$ cat config.mk
export PLATFORM = sky130hd
export DESIGN_NAME = sdram_dispatch_w
export DESIGN_NICKNAME = d
export VERILOG_FILES = /design/src/rtl/sdram_dispatch_w.sv
export SDC_FILE = /design/constraint.sdc
export NUM_CORES = 1
export LEC_CHECK = 0
export CAP_MARGIN = 20
export CORE_ASPECT_RATIO = 1.4
export CORE_MARGIN = 1.5
export CORE_UTILIZATION = 63
export DETAILED_ROUTE_END_ITERATION = 12
export DONT_BUFFER_PORTS = 1
export PLACE_DENSITY = 0.79
export SLEW_MARGIN = 20
export SYNTH_ARGS = -nofsm -noshare
export SYNTH_HDL_FRONTEND = slang
export SYNTH_SLANG_ARGS = --single-unit
$ cat constraint.sdc
create_clock -name clk_i -period 3.1 [get_ports clk_i]
set_input_delay 0.62 -clock clk_i [delete_from_list [all_inputs] [get_ports clk_i]]
set_output_delay 0.62 -clock clk_i [all_outputs]
set_load 0.05 [all_outputs]
$ cat src/rtl/sdram_dispatch_w.sv
// Write-side channel dispatcher: steers a tagged burst of SDRAM data words into one
// channel FIFO, throttling on that channel's full flag and counting words to completion.
module sdram_dispatch_w #(
    parameter int NUM_CH = 20,
    parameter int CH_W   = 8,
    parameter int DATA_W = 16,
    parameter int LEN_W  = 9
) (
    input  logic              clk_i,
    input  logic              rst_i,
    input  logic              req_valid_i,
    input  logic [CH_W-1:0]   req_channel_i,
    input  logic [LEN_W-1:0]  req_len_i,
    output logic              req_ready_o,
    input  logic              in_valid_i,
    input  logic [DATA_W-1:0] in_data_i,
    output logic              in_ready_o,
    input  logic [NUM_CH-1:0] ch_full_i,
    output logic [NUM_CH-1:0] ch_wr_en_o,
    output logic [DATA_W-1:0] ch_wr_data_o,
    output logic              busy_o,
    output logic              done_o,
    output logic              err_o
);
    // state | meaning
    // IDLE  | waiting for a burst request
    // XFER  | moving words into FIFO ch_q, cnt_q words left
    // DONE  | one-cycle completion pulse, requests held off
    typedef enum logic [1:0] {IDLE = 2'd0, XFER = 2'd1, DONE = 2'd2} state_t;

    state_t             state_q;
    logic [CH_W-1:0]    ch_q;
    logic [LEN_W-1:0]   cnt_q;
    logic               busy_q;
    logic               done_q;
    logic               err_q;
    logic [NUM_CH-1:0]  ch_sel;
    logic               xfer_fire;
    logic               req_bad;

    // One-hot decode of the latched channel avoids a width-mismatched bit select.
    always_comb begin
        ch_sel = '0;
        for (int n = 0; n < NUM_CH; n++) begin
            ch_sel[n] = (ch_q == CH_W'(n));
        end
    end

    assign req_ready_o  = (state_q == IDLE);
    assign in_ready_o   = (state_q == XFER) && ((ch_full_i & ch_sel) == '0);
    assign xfer_fire    = in_valid_i && in_ready_o;
    assign ch_wr_en_o   = xfer_fire ? ch_sel : '0;
    assign ch_wr_data_o = in_data_i;
    assign req_bad      = (32'(req_channel_i) >= 32'(NUM_CH)) || (req_len_i == '0);

    assign busy_o = busy_q;
    assign done_o = done_q;
    assign err_o  = err_q;

    always_ff @(posedge clk_i) begin
        if (rst_i) begin
            state_q <= IDLE;
            ch_q    <= '0;
            cnt_q   <= '0;
            busy_q  <= 1'b0;
            done_q  <= 1'b0;
            err_q   <= 1'b0;
        end else begin
            done_q <= 1'b0;
            err_q  <= 1'b0;
            case (state_q)
                IDLE: begin
                    if (req_valid_i) begin
                        if (req_bad) begin
                            err_q <= 1'b1;
                        end else begin
                            ch_q    <= req_channel_i;
                            cnt_q   <= req_len_i;
                            busy_q  <= 1'b1;
                            state_q <= XFER;
                        end
                    end
                end
                XFER: begin
                    if (xfer_fire && (cnt_q != '0)) begin
                        cnt_q <= cnt_q - LEN_W'(1);
                        if (cnt_q == LEN_W'(1)) begin
                            state_q <= DONE;
                            busy_q  <= 1'b0;
                            done_q  <= 1'b1;
                        end
                    end
                end
                DONE: begin
                    state_q <= IDLE;
                end
                default: begin
                    state_q <= IDLE;
                    busy_q  <= 1'b0;
                end
            endcase
        end
    end
endmodule

Word-level counts from Yosys, hierarchy flattened

Cells that the tools add are included.

Register bits after elaboration: 22
Bits of input ports: 57
Output and inout bits: 41

Add/subtract/negate cells: 1
Magnitude comparators: 1
Equal/unequal tests: 26
Mux-type cells: 17
Bitwise logic cells: 7
Reduce and logical (&&, ||, !) cells: 16

Operator list:

| kind                                                              | number |
|---|---|
| == test 8 x 4 -> 1 bit, second input constant                     | 8 |
| == test 8 x 3 -> 1 bit, second input constant                     | 4 |
| == test 8 x 5 -> 1 bit, second input constant                     | 4 |
| 2-to-1 mux 9 bit                                                  | 3 |
| AND 20 bit                                                        | 1 |
| zero test 20 bit                                                  | 1 |
| 2-to-1 mux 20 bit                                                 | 1 |
| one-hot mux 9 bit (2 select lines)                                | 1 |
| == test 8 x 2 -> 1 bit, second input constant                     | 2 |
| == test 9 x 1 -> 1 bit, second input constant                     | 1 |
| zero test 9 bit                                                   | 1 |
| nonzero test 9 bit                                                | 1 |
| subtractor 9 x 1 -> 9 bit, second input constant                  | 1 |
| == test 8 x 1 -> 1 bit, second input constant                     | 1 |
| greater-or-equal comparator 8 x 5 -> 1 bit, second input constant | 1 |
| zero test 8 bit                                                   | 1 |
| 2-to-1 mux 2 bit                                                  | 4 |
| AND reduction 4 bit                                               | 2 |
| 2-to-1 mux 1 bit                                                  | 6 |
| inverter 1 bit                                                    | 6 |
| OR reduction 3 bit                                                | 2 |
| AND reduction 5 bit                                               | 1 |
| inequality test 2 x 1 -> 1 bit, second input constant             | 2 |
| inequality test 2 bit, second input constant                      | 2 |
| 9 further kinds                                                   | 11 |

Depth between registers and ports, before layout

Word-level depth: 8
Depth in mapped cells: 10

Worst setup path after synthesis

Ideal clock, no wire load.

Path type: input-to-output
From: input ch_full_i[3]
To: output ch_wr_en_o[0]
Data arrival time: 3.037 ns
Required time: 2.480 ns
Slack: -0.557 ns
Cell stages on the path: 7
Cells stage by stage: mux2_2 > a221oi_1 > a211oi_4 > nor4_1 > nand2_1 > buf_6 > nor3_1

Word-level cells in the longest chain between the ends: 5

Ends and longest elaborated chain:

| item               | line | RTL |
|---|---|---|
| start: declaration | 18   | `input logic [NUM_CH-1:0] ch_full_i,` |
| AND 20 bit         | 50   | `assign in_ready_o = (state_q == XFER) && ((ch_full_i & ch_sel) == '0);` |
| zero test 20 bit   | 50   |  |
| logical AND 1 bit  | 50   |  |
| logical AND 1 bit  | 51   | `assign xfer_fire = in_valid_i && in_ready_o;` |
| 2-to-1 mux 20 bit  | 52   | `assign ch_wr_en_o = xfer_fire ? ch_sel : '0;` |
| end: declaration   | 19   | `output logic [NUM_CH-1:0] ch_wr_en_o,` |

Every way passes these cells.

Worst setup path after layout

From: register ch_q[0]
To: output ch_wr_en_o[13]

Word-level cells in the longest chain between the ends: 6

Ends and longest elaborated chain:

| item                                                 | line | RTL |
|---|---|---|
| start: declaration                                   | 32   | `logic [CH_W-1:0] ch_q;` |
| start signal: assignment                             | 77   | `ch_q <= req_channel_i;` |
| == test 8 x 1 -> 1 bit, or another cell as far along | 45   | `ch_sel[n] = (ch_q == CH_W'(n));` |
| AND 20 bit                                           | 50   |  |
| zero test 20 bit                                     | 50   |  |
| logical AND 1 bit                                    | 50   |  |
| logical AND 1 bit                                    | 51   |  |
| 2-to-1 mux 20 bit *                                  | 52   |  |

Every way passes the cells marked *; elsewhere a longest branch is shown, timed or not.

==> run_results.csv <==
group,metric,value,unit
critical_path,cp.arrival,2.50,ns
worst_hold_path,whs_path_depth,1,
floorplanning,core,0.002444,mm²
floorplanning,rows,21,
yosys,synthDistinctLibCells,46,
power,p_leak,0.8067,nW
yosys,yosys-top-cells-area,"dfxtp_1, mux2i_1, buf_4",
clock_network,cts.clk_slew.worst_paths,0.12,ns
placed_design,dp_hpwl,3328,µm
grt,grt_first_pass_wirelength,6555,µm
yosys,synth_area,0.001660,mm²
timing,slew_violations,0,
critical_path,r2r_cells,10,
layout,design_area,0.002073,mm²
routing,wl_met2,2627,µm
timing,tightest_slew,0.6736,ns
yosys,yosys.area.top_type,"dfxtp_1",
routing,vias,1700,
clock_network,tritoncts,"yes",
layout,multi_input_area,0.001161,mm²
routing,met1_length,1683,µm
timing,hold_ws,0.3436,ns
routing,ant_nets,0,
power,intPower,0.4498,mW
floorplanning,die_h,63.74,µm
critical_path,required,2.48,ns
yosys,synth_adder_area_share,1.507,%
run_status,outcome,"finished, violations left",
yosys,synth_xor_xnor_area_share,0,%
yosys,synth_top_family_by_area,"simple AND/OR/NAND/NOR gates",
grt,grt_remaining_overflow,0,
timing,fmax,321.0,MHz
yosys,synth_compound_area_share,15.07,%
layout,diodes,0,
layout,seq_area,454.2,µm²
power,power_frac_clock,36.9,%
power,power_density,285.1,mW/mm²
layout,fill_cells,139,
clock_network,clk-insertion-delay-late,0.32,ns
yosys,synth_top_area_share,26.53,%
grt,grt_max_degree,20,
yosys,ys.flop_type,"dfxtp_1",
layout,nNetsFinal,287,
yosys,synthMuxAreaShare,11.61,%
routing,met3_length,412,µm
yosys,synth-simple-area-share,33.01,%
timing,fin_ws,-0.01530,ns
yosys,ys_seq_elements,22,
run,max-cap-violations,0,
yosys,async_flop_share,0,%
routing,avgViaCountPerCell,6.513,
critical_path,critPathKind,"flop to output pin",
timing,finalClockSkew,0.01211,ns
run_status,violations,"negative setup slack",
floorplanning,die-area,0.002957,mm²
floorplanning,die_x,46.39,µm
power,net-switching-power,0.1413,mW
power,p_comb_share,13.1,%
timing,relSlewSlack,55.09,%
clock_network,clk_path_buf_depth,2,
power,ir_drop,0.4283,mV
placed_design,port_buffers,0,
placed_design,place_area,0.001869,mm²
yosys,syn_area_per_cell,7.869,µm²
timing,setup_violations,1,
grt,antenna_found_initial,0,
yosys,ys_warn_count,0,
layout,drive_gt1_share,36.56,%
timing,hold_viol,0,
routing,drt_first_pass_iters,5,
routing,drt-wirelength-per-cell,18.87,µm
clock_network,cts_hold_buffers,0,
floorplanning,num_io_pins,98,
critical_path,endpoint_kind,"output pin",
yosys,ys_seq_area_share,26.53,%
grt,grt_pass1_vias,1552,
timing,tns,-0.01530,ns
clock_network,clock-sinks,22,
power,power,0.5911,mW
yosys,synthesis.nets,270,
yosys,syn_inst,211,
critical_path,rr_startpoint,"ch_q[0]",
clock_network,htreeDepth,1,
power,seqPwrFrac,49.9,%
layout,area.growth.synth_to_final,24.87,%
critical_path,r2r_setup_slack,0.58,ns
critical_path,r2r-end,"cnt_q[6]",
routing,drt-total-wl,4926,µm
clock_network,cts-root-buf,"clkbuf_4",
routing,drc,0,
clock_network,numCtsBuffers,3,
grt,gr-usage-all-layers,29.53,%
worst_hold_path,holdPathEnd,"ch_q[4]",
routing,top_layer_used,"met4",
timing,post-route-period-util,100.5,%
critical_path,crit_fanout,8,
worst_hold_path,worstHoldStart,"rst_i",
timing,period_needed,3.115,ns
placed_design,place_congestion,0.8291,
layout,finish.utilization,84.84,%
worst_hold_path,worstHoldPathType,"input pin to flop",
routing,drt-initial-drc-count,76,
power,switching_share,23.91,%
floorplanning,initial_core_util,67.95,%
yosys,synth_edf_count,0,
critical_path,startpoint_type,"flop",
==> registers in the layout (all words and copies together), names as in the netlist <==
name,cells
done_o,1
ch_q,8
state_q,2
err_o,1
cnt_q,9
busy_o,1
==> power by group through the flow <==
stage	logic (mW)	clock network [mW]	registers [mW]
final	0.0775	0.218	0.295
after global routing	0.0848	0.229	0.296
after CTS	0.0705	0.219	0.298
after detailed placement	0.0703	0	0.304
after global placement	0.0670	0	0.304
after floorplan	0.119	0	0.301
==> worst max-delay path, cell delays in order (launching register included) <==
cell and delay [ns]:
dfxtp_4 0.41, mux2i_1 0.24, o22ai_1 0.12, a32oi_2 0.24, nand2_1 0.16, nor4_4 0.30, nand2_2 0.13, clkbuf_16 0.19
nor3_2 0.20, buf_6 0.20
==> synthesized netlist by cell type (2+ instances only) <==
master    number
nand3_1        5
mux2_2         2
nand3b_1       4
a21oi_1        6
and2_1         3
a31oi_1        4
mux2i_1       17
buf_4         16
buf_6          3
nand2b_1       7
ha_1           2
nand2_1       18
or2_1          2
inv_1          4
nand4_1        2
nor4_1         4
buf_2          3
nor3_1        23
o21ai_0        4
nor2_1        25
o22ai_1        2
o31ai_1        4
nor2b_1        2
o21ai_1        2
dfxtp_1       22
o31a_1         2
clkbuf_1       4
==> per-layer routing <==
layer | vias to the layer above | track usage (%)
met5 | - | 0
met4 | 0 | 12.86
met3 | 24 | 7.062
met2 | 115 | 52.95
met1 | 786 | 30.36
li1 | 775 | -
==> repair_timing <==
| action | 4_1_cts | 5_1_grt |
|---|---|---|
| resized for setup | 4 | 15 |
| setup buffers | 0 | 9 |
| pin swaps | 0 | 6 |
| endpoints found under the setup margin | 16 | 16 |
| gates cloned | 0 | 1 |
==> stage by stage <==
step	setup slack, ns	cells
after global placement	0.2716	247
after global routing	-0.08827	261
after detailed placement	0.1883	247
after CTS	0.001129	251
after floorplan	-0.1203	211
final	-0.01530	261
==> logic make-up (layout without fill, tap and decap cells) <==
| kind of cell | Yosys count | count (layout) |
|---|---|---|
| and+or+nand+nor | 103 | 103 |
| adders and majority gates | 2 | 2 |
| DFF | 22 | 22 |
| muxes | 19 | 19 |
| AOI/OAI and AO/OA | 34 | 34 |
| buffers and inverters | 31 | 47 |
==> cells in the final DEF (no fill, tap or decap), drive strengths merged, types with 2 or more instances in the layout <==
cell type  instances
or2                3
ha                 2
nand4              2
nand3              6
buf               38
nor4               4
a31oi              4
nor3              23
inv                4
o21ai              7
nand2             18
a21oi              6
nor2              25
and2               3
o31ai              4
mux2i             17
nor2b              2
a211oi             3
nand3b             4
or4                2
o31a               2
nand2b             7
o22ai              2
mux2               2
clkbuf             4
dfxtp             22
==> how the worst max path moves through the flow <==
stage,start,end,slack [ns]
3_3_place_gp,ch_full_i[2],ch_wr_en_o[7],0.27
6_report,ch_q[0],ch_wr_en_o[13],-0.02
2_1_floorplan,ch_full_i[19],ch_wr_en_o[0],-0.12
4_1_cts,ch_q[0],ch_wr_en_o[3],0.001
5_1_grt,ch_q[0],ch_wr_en_o[13],-0.09
3_5_place_dp,ch_q[0],ch_wr_en_o[3],0.19
==> final cells by class <==
| cell class | count | area share, % |
|---|---|---|
| Sequential cell | 22 | 21.91 |
| Timing Repair Buffer | 39 | 16.78 |
| Tap cell | 34 | 2.052 |
| Inverter | 4 | 0.7242 |
| Clock inverter | 1 | 1.448 |
| Multi-Input combinational cell | 158 | 56.00 |
| Clock buffer | 3 | 1.086 |
Note: power is estimated with default switching activity, not from simulation.
